**src/rtl/mul_pkg.sv**
```systemverilog
// Shared types and encodings for the iterative M-extension multiplier.
// Imported by the sequencing controller.
package mul_pkg;

    typedef enum logic [2:0] {
        IDLE,
        LOAD,
        RUN,
        FIXUP,
        DONE
    } mul_state_t;

    localparam logic [2:0] F3_MUL    = 3'b000;
    localparam logic [2:0] F3_MULH   = 3'b001;
    localparam logic [2:0] F3_MULHSU = 3'b010;
    localparam logic [2:0] F3_MULHU  = 3'b011;

    localparam logic [6:0] OPC_OP    = 7'b0110011;
    localparam logic [6:0] F7_MULDIV = 7'b0000001;

endpackage

```
**src/rtl/mul_seq_ctrl_core.sv**
```systemverilog
// Unsigned shift-add multiplier datapath.
// Retires BITS_PER_CYC multiplier bits per step into a 2*XLEN accumulator.
module mul_iter_core #(
    parameter int XLEN         = 32,
    parameter int BITS_PER_CYC = 1
) (
    input  logic              clk,
    input  logic              rst,
    input  logic              load,
    input  logic              step,
    input  logic [XLEN-1:0]   mcand,
    input  logic [XLEN-1:0]   mplier,
    output logic [2*XLEN-1:0] product
);

    localparam int B = BITS_PER_CYC;

    logic [XLEN-1:0]   mcand_q;
    logic [2*XLEN-1:0] acc_q;
    logic [XLEN+B-1:0] partial;
    logic [XLEN+B-1:0] sum;

    // Low half starts as the multiplier and is consumed from the bottom
    always_comb begin
        partial = {{B{1'b0}}, mcand_q} * {{XLEN{1'b0}}, acc_q[B-1:0]};
        sum     = {{B{1'b0}}, acc_q[2*XLEN-1:XLEN]} + partial;
    end

    always_ff @(posedge clk or negedge rst) begin
        if (!rst) begin
            mcand_q <= '0;
            acc_q   <= '0;
        end else if (load) begin
            mcand_q <= mcand;
            acc_q   <= {{XLEN{1'b0}}, mplier};
        end else if (step) begin
            acc_q   <= {sum, acc_q[XLEN-1:B]};
        end
    end

    assign product = acc_q;

endmodule

```
**src/rtl/mul_seq_ctrl.sv**
```systemverilog
// Sequencing controller for the iterative MUL/MULH/MULHSU/MULHU unit.
// Stalls the core, runs the shift-add core, fixes sign, emits one write-back beat.
module mul_seq_ctrl
    import mul_pkg::*;
#(
    parameter int XLEN         = 32,
    parameter int BITS_PER_CYC = 1
) (
    input  logic            clk,
    input  logic            rst,
    input  logic            mul_req,
    input  logic [2:0]      mul_funct3,
    input  logic [XLEN-1:0] mul_rs1,
    input  logic [XLEN-1:0] mul_rs2,
    output logic            mul_stall,
    output logic            mul_wb_en,
    output logic [XLEN-1:0] mul_result,
    output logic            mul_busy,
    output logic            mul_illegal,
    output logic [XLEN-1:0] mul_debug
);

    localparam int RUN_CYC = XLEN / BITS_PER_CYC;
    localparam int CW      = (RUN_CYC > 1) ? $clog2(RUN_CYC) : 1;
    localparam logic [CW-1:0] CNT_INIT = CW'(RUN_CYC - 1);

    mul_state_t        state_q, state_d;
    logic [1:0]        f3_q;
    logic [XLEN-1:0]   rs1_q, rs2_q;
    logic              neg_q;
    logic [CW-1:0]     cnt_q;
    logic [XLEN-1:0]   result_q;

    logic              legal_req;
    logic              sgn_a, sgn_b;
    logic              neg_a, neg_b;
    logic [XLEN-1:0]   mag_a, mag_b;
    logic [2*XLEN-1:0] prod;
    logic [2*XLEN-1:0] fixed;
    logic [XLEN-1:0]   half;

    assign legal_req = mul_req & ~mul_funct3[2];

    always_comb begin
        sgn_a = ({1'b0, f3_q} == F3_MULH) || ({1'b0, f3_q} == F3_MULHSU);
        sgn_b = ({1'b0, f3_q} == F3_MULH);
        neg_a = sgn_a & rs1_q[XLEN-1];
        neg_b = sgn_b & rs2_q[XLEN-1];
        mag_a = neg_a ? -rs1_q : rs1_q;
        mag_b = neg_b ? -rs2_q : rs2_q;
    end

    mul_iter_core #(
        .XLEN         (XLEN),
        .BITS_PER_CYC (BITS_PER_CYC)
    ) u_core (
        .clk     (clk),
        .rst     (rst),
        .load    (state_q == LOAD),
        .step    (state_q == RUN),
        .mcand   (mag_a),
        .mplier  (mag_b),
        .product (prod)
    );

    always_comb begin
        fixed = neg_q ? -prod : prod;
        half  = ({1'b0, f3_q} == F3_MUL) ? fixed[XLEN-1:0]
                                         : fixed[2*XLEN-1:XLEN];
    end

    always_ff @(posedge clk or negedge rst) begin
        if (!rst) begin
            state_q  <= IDLE;
            f3_q     <= '0;
            rs1_q    <= '0;
            rs2_q    <= '0;
            neg_q    <= 1'b0;
            cnt_q    <= '0;
            result_q <= '0;
        end else begin
            state_q <= state_d;
            if (state_q == IDLE && legal_req) begin
                f3_q  <= mul_funct3[1:0];
                rs1_q <= mul_rs1;
                rs2_q <= mul_rs2;
            end
            if (state_q == LOAD) begin
                neg_q <= neg_a ^ neg_b;
                cnt_q <= CNT_INIT;
            end
            if (state_q == RUN && cnt_q != '0)
                cnt_q <= cnt_q - CW'(1);
            // Result is registered so it is stable through DONE and after
            if (state_q == FIXUP)
                result_q <= half;
        end
    end

    always_comb begin
        state_d     = state_q;
        mul_stall   = 1'b0;
        mul_wb_en   = 1'b0;
        mul_illegal = 1'b0;
        unique case (state_q)
            IDLE: begin
                mul_illegal = rst & mul_req & mul_funct3[2];
                if (legal_req && rst) begin
                    mul_stall = 1'b1;
                    state_d   = LOAD;
                end
            end
            LOAD: begin
                mul_stall = 1'b1;
                state_d   = RUN;
            end
            RUN: begin
                mul_stall = 1'b1;
                if (cnt_q == '0)
                    state_d = FIXUP;
            end
            FIXUP: begin
                mul_stall = 1'b1;
                state_d   = DONE;
            end
            DONE: begin
                mul_wb_en = 1'b1;
                state_d   = IDLE;
            end
            default: state_d = IDLE;
        endcase
    end

    assign mul_busy   = (state_q != IDLE);
    assign mul_result = result_q;
    assign mul_debug  = prod[XLEN-1:0];

endmodule

```
**config.mk**
```make
export PLATFORM = sky130hd
export DESIGN_NAME = mul_seq_ctrl
export DESIGN_NICKNAME = d
export VERILOG_FILES = /design/src/rtl/mul_pkg.sv /design/src/rtl/mul_seq_ctrl_core.sv /design/src/rtl/mul_seq_ctrl.sv
export SDC_FILE = /design/constraint.sdc
export NUM_CORES = 1
export LEC_CHECK = 0
export ABC_AREA = 1
export CELL_PAD_IN_SITES_DETAIL_PLACEMENT = 1
export CELL_PAD_IN_SITES_GLOBAL_PLACEMENT = 1
export CORE_UTILIZATION = 43
export CTS_BUF_LIST = sky130_fd_sc_hd__clkbuf_4 sky130_fd_sc_hd__clkbuf_8
export DETAILED_ROUTE_END_ITERATION = 12
export GPL_ROUTABILITY_DRIVEN = 0
export PLACE_DENSITY_LB_ADDON = 0.1
export SYNTH_ARGS = -nofsm -noshare
export SYNTH_HDL_FRONTEND = slang
export SYNTH_SLANG_ARGS = --single-unit
export TNS_END_PERCENT = 100
```
**constraint.sdc**
```tcl
create_clock -name clk -period 5 [get_ports clk]
set_input_delay 1 -clock clk [delete_from_list [all_inputs] [get_ports clk]]
set_output_delay 1 -clock clk [all_outputs]
set_load 0.03 [all_outputs]
```
# --- Yosys cells after proc, flatten, opt, wreduce, memory -nomap -nowiden ---
# Cells that the tools add are included.
word_totals:
  register_bits: 203
  wordCells: 58
  input_bits: 70
classes:
  n_addsub: 5
  reduce_logical: 13
  muxes: 15
  n_bitwise: 7
  eq_ne: 8
  multipliers: 1
ops:
  columns: ["cell", "n"]
  rows:
  - ["$mux W64", 3]
  - ["$mux W32", 3]
  - ["$neg A32 Y32", 2]
  - ["$neg A64 Y64", 1]
  - ["$add A32 B33 Y33", 1]
  - ["$mul A32 B1 Y33", 1]
  - ["$pmux W3 S4", 1]
  - ["$mux W5", 2]
  - ["$eq A3 B2 Y1 const B", 2]
  - ["$mux W3", 2]
  - ["$and A1 B1 Y1", 5]
  - ["$logic_not A5 Y1", 1]
  - ["$reduce_bool A5 Y1", 1]
  - ["$sub A5 B1 Y5 const B", 1]
  - ["$reduce_bool A2 Y1", 2]
  - ["$eq A3 B1 Y1 const B", 1]
  - ["$eq A3 B3 Y1 const B", 1]
  - ["$logic_and A1 B1 Y1", 3]
  - ["$logic_not A3 Y1", 1]
  - ["$mux W1", 3]
  - ["$reduce_bool A3 Y1", 1]
  - ["$reduce_or A3 Y1", 1]
  - ["$eq A2 B1 Y1 const B", 1]
  - ["$eq A2 B2 Y1 const B", 1]
  - ["other kinds (8)", 8]

# --- Longest topological paths before layout ---
depth:
  depth_word: 5
  mapped_depth: 17
  depth_no_buf: 15

# --- By module ---
# Synthesis repeated with hierarchy kept, for this count alone.
unflattened:
  cells_unflattened: 2241
  area_unflattened_um2: 14928.1
by_module_without_submodules:
  columns: ["module", "cells_each", "area_per_inst_um2", "instances", "seq_area_each_um2"]
  rows:
  - ["mul_seq_ctrl", 1272, 8506.9, 1, 2677.6]
  - ["mul_iter_core", 969, 6421.2, 1, 2402.3]

# --- Worst setup path before layout ---
# Ideal clock, no wire load.
synth_path:
  kind: "input -> output"
  start: "input port mul_req"
  end: "output port mul_stall"
  setup_slack_ns: 2.283
  stages: 4
  arrival_time_ns: 1.717
  path_cell_list: "inv_1 nor2_1 nand2_1 a21oi_1"
synth_via:
  elab_chain_len: 4
synth_lines:
  columns: ["item", "line", "text"]
  rows:
  - ["start, declared", "mul_seq_ctrl.sv:11", "input logic mul_req,"]
  - ["$and A1 B1 Y1", "mul_seq_ctrl.sv:42", "assign legal_req = mul_req & ~mul_funct3[2];"]
  - ["$logic_and A1 B1 Y1", "mul_seq_ctrl.sv:108", "if (legal_req && rst) begin"]
  - ["$mux W1", "mul_seq_ctrl.sv:108", null]
  - ["$pmux W1 S2", "mul_seq_ctrl.sv:105", "unique case (state_q)"]
  - ["end, declared", "mul_seq_ctrl.sv:15", "output logic mul_stall,"]
# No other way between the ends.

# --- Worst setup path after layout ---
# Ends and elaborated chain as after synthesis.

==> impl_metrics.tcl <==
set metrics [dict create \
    worstReg2RegEnd "u_core.product[59]" \
    cts_buffer_depth 3 \
    cp_top_family "buffers and inverters" \
    tightest_slew_ns 1.10 \
    synth_cell_types 49 \
    irDropWorstVdd_mv 0.290 \
    synth-seq-cells 203 \
    remaining_drc_errors 0 \
    finClkSkew_ns 0.0345 \
    synthCells 2293 \
    drtAntennaViolNets 0 \
    core_um2 33600 \
    r2r_cells 16 \
    status "complete, no violations" \
    nFillCells 4532 \
    crit_type "in -> out" \
    cp_slowest_cell "clkdlybuf4s50_1" \
    p_per_area_nw_per_um2 720 \
    regArea_um2 5080 \
    synth-main-ff-cell "dfrtp_1" \
    rows 67 \
    routedWlPerCell_um 19.2 \
    power.leakage_nw 8.33 \
    drt_iter0_markers 1107 \
    gr-usage-met3_pct 4.43 \
    start_util_pct 43.9 \
    syn_area_um2 14700 \
    insertedDiodeCount 0 \
    drv_cap 0 \
    layout-drive-gt1-share_pct 5.03 \
    ys_seq_area_share_pct 34.5 \
    critPathMostFrequentCell "clkdlybuf4s50_1" \
    die_x_um 187 \
    worstReg2RegStart "u_core.product[0]" \
    crit_path_cell_trace "clkdlybuf4s50_1, inv_1, nor2_1, nand2_1, a21oi_1, clkdlybuf4s50_1" \
    worstHoldPathType "in -> async" \
    fmax_ghz 0.270 \
    dr.pass1.iters 5 \
    port_buffers 137 \
    nets 2491 \
    synth_edf_count 0 \
    holdWs_ns 0.324 \
    postSynthNetCount 2402 \
    layout_commonest_cell "nand2_1" \
    rrSetupSlack_ns 2.17 \
    setup-violations-final 0 \
    antenna_found_initial 1 \
    synth.avg_cell_area_um2 6.43 \
    slew_viol_final 0 \
    path_max_fanout 2 \
    dieArea_um2 35000 \
    cts_root_buffer "clkbuf_8" \
    cts_tree "built" \
    max_stage_delay_ns 0.69 \
    htree_levels 2 \
    grt_start_max_net_pins 93 \
    layout_common_cells "nand2_1 (622), nor2_1 (343), inv_1 (256)" \
    ctsResizeCount 0 \
    postCtsSetupBuffers 0 \
    dp_hpwl_um 42800 \
    path_clk_slew_ns 0.06 \
    tns_ns 0 \
    drt_wl_total_um 54900 \
    power.total_mw 12.3 \
    maxSlewHeadroom_pct 26.9 \
    worstSkewPairLatency_ns 0.57 \
    grt_pass1_vias 15900 \
    overflow 0 \
    critPathRequiredTime_ns 4.00 \
    grt_first_pass_wirelength_um 89000 \
    place_inst 2790 \
    cts.sinks 203 \
    use_met2_pct 49.1 \
    utilization_pct 50.8 \
    die_h_um 187 \
    finalCriticalPeriod_ns 3.71 \
    grtUsageTotal_pct 31.9 \
    layout.cells.non_filler 2854 \
    fin_area_um2 17100 \
    use_met1_pct 45.7 \
    pin_count 138 \
    cp_data_arrival_time_ns 2.71 \
    cts-buffers-inserted 38 \
    rsz0062_at_grt "no" \
    pre_cts_ws_ns 1.34 \
    place_area_um2 16300 \
    hold_violations 0 \
    cp-end-kind "primary output" \
    multi_input_area_um2 8130 \
    start_kind "input pin" \
    ys_warn_count 0 \
    top_usage_layer "met2" \
    fin_ws_ns 1.29 \
    period_share_pct 74.2 \
    critPathBufInv 3 \
    viasPerCell 5.54 \
    postCtsHoldBufs 0 \
    synthToLayoutAreaGrowth_pct 15.9 \
    via_count 15800 \
    synth-async-reset-ratio_pct 100 \
]
metal layers:
metal	vias to the layer above	wire, µm
li1	7540	-
met5	-	8
met3	100	2950
met2	454	24100
met4	2	1870
met1	7727	25900
worst max path at each step:
stage | end | cells past startpoint | startpoint | slack, ns
CTS | mul_stall | 6 | mul_req | 1.30
detailed placement | mul_stall | 6 | mul_req | 1.34
global route | mul_stall | 6 | mul_req | 1.15
finish | mul_stall | 6 | mul_req | 1.29
global placement | mul_stall | 6 | mul_req | 1.36
floorplan | mul_stall | 4 | mul_req | 2.28
logic make-up after synthesis:
family                     Yosys count  share of synthesized area [%]
DFF                                203                           34.5
muxes                                5                          0.382
buffers and inverters              368                           10.5
AOI/OAI and AO/OA                  382                           13.7
and+or+nand+nor                   1257                           35.3
adders and majority gates           39                           3.36
xor gates and xnor gates            39                           2.32
where the power goes:
group	switching [mW]	internal, mW
Combinational	4.86	2.25
Clock	0.768	1.03
Sequential	0.950	2.44
Total	6.58	5.73
layout make-up:
cell class | instances | share of cell area [%]
Clock inverter | 6 | 0.549
Tap cell | 448 | 3.28
Timing Repair Buffer | 152 | 8.71
Multi-Input combinational cell | 1722 | 47.6
Sequential cell | 203 | 29.7
Inverter | 265 | 5.82
Clock buffer | 58 | 4.27
synth_stat cells, types with 2 or more instances:
cell type / count / area (µm²)
nor2_4: 2 / 22.5
buf_1: 7 / 26.3
o21bai_1: 3 / 22.5
nand3_2: 4 / 40.0
xor2_1: 38 / 333
mux2_2: 5 / 56.3
nor3_1: 23 / 115
a31oi_1: 7 / 43.8
nand4_1: 24 / 150
o21ai_0: 168 / 841
ha_1: 38 / 475
clkbuf_1: 35 / 131
o22ai_1: 7 / 43.8
o21ai_2: 2 / 17.5
nand2_2: 6 / 37.5
nor4_1: 2 / 12.5
nor2_1: 343 / 1290
a21o_1: 3 / 22.5
o211ai_1: 5 / 37.5
dfrtp_1: 203 / 5080
nor2_2: 5 / 31.3
a21oi_1: 166 / 831
a22oi_1: 4 / 30.0
a21boi_0: 5 / 37.5
nand3_1: 211 / 1060
buf_4: 32 / 240
nand3b_1: 5 / 37.5
nor3b_1: 2 / 15.0
inv_1: 256 / 961
nor3_2: 2 / 20.0
or2_2: 2 / 12.5
nand2_1: 622 / 2330
inv_2: 9 / 33.8
o21ai_1: 5 / 25.0
buf_2: 28 / 140
registers in the layout, indices dropped and copies added, names as in the netlist:
| signal | flops |
|---|---|
| u_core.mcand_q | 32 |
| cnt_q | 5 |
| neg_q | 1 |
| rs2_q | 32 |
| f3_q | 2 |
| u_core.product | 64 |
| state_q | 3 |
| rs1_q | 32 |
| mul_result | 32 |
(Power assumes the default switching activity.)
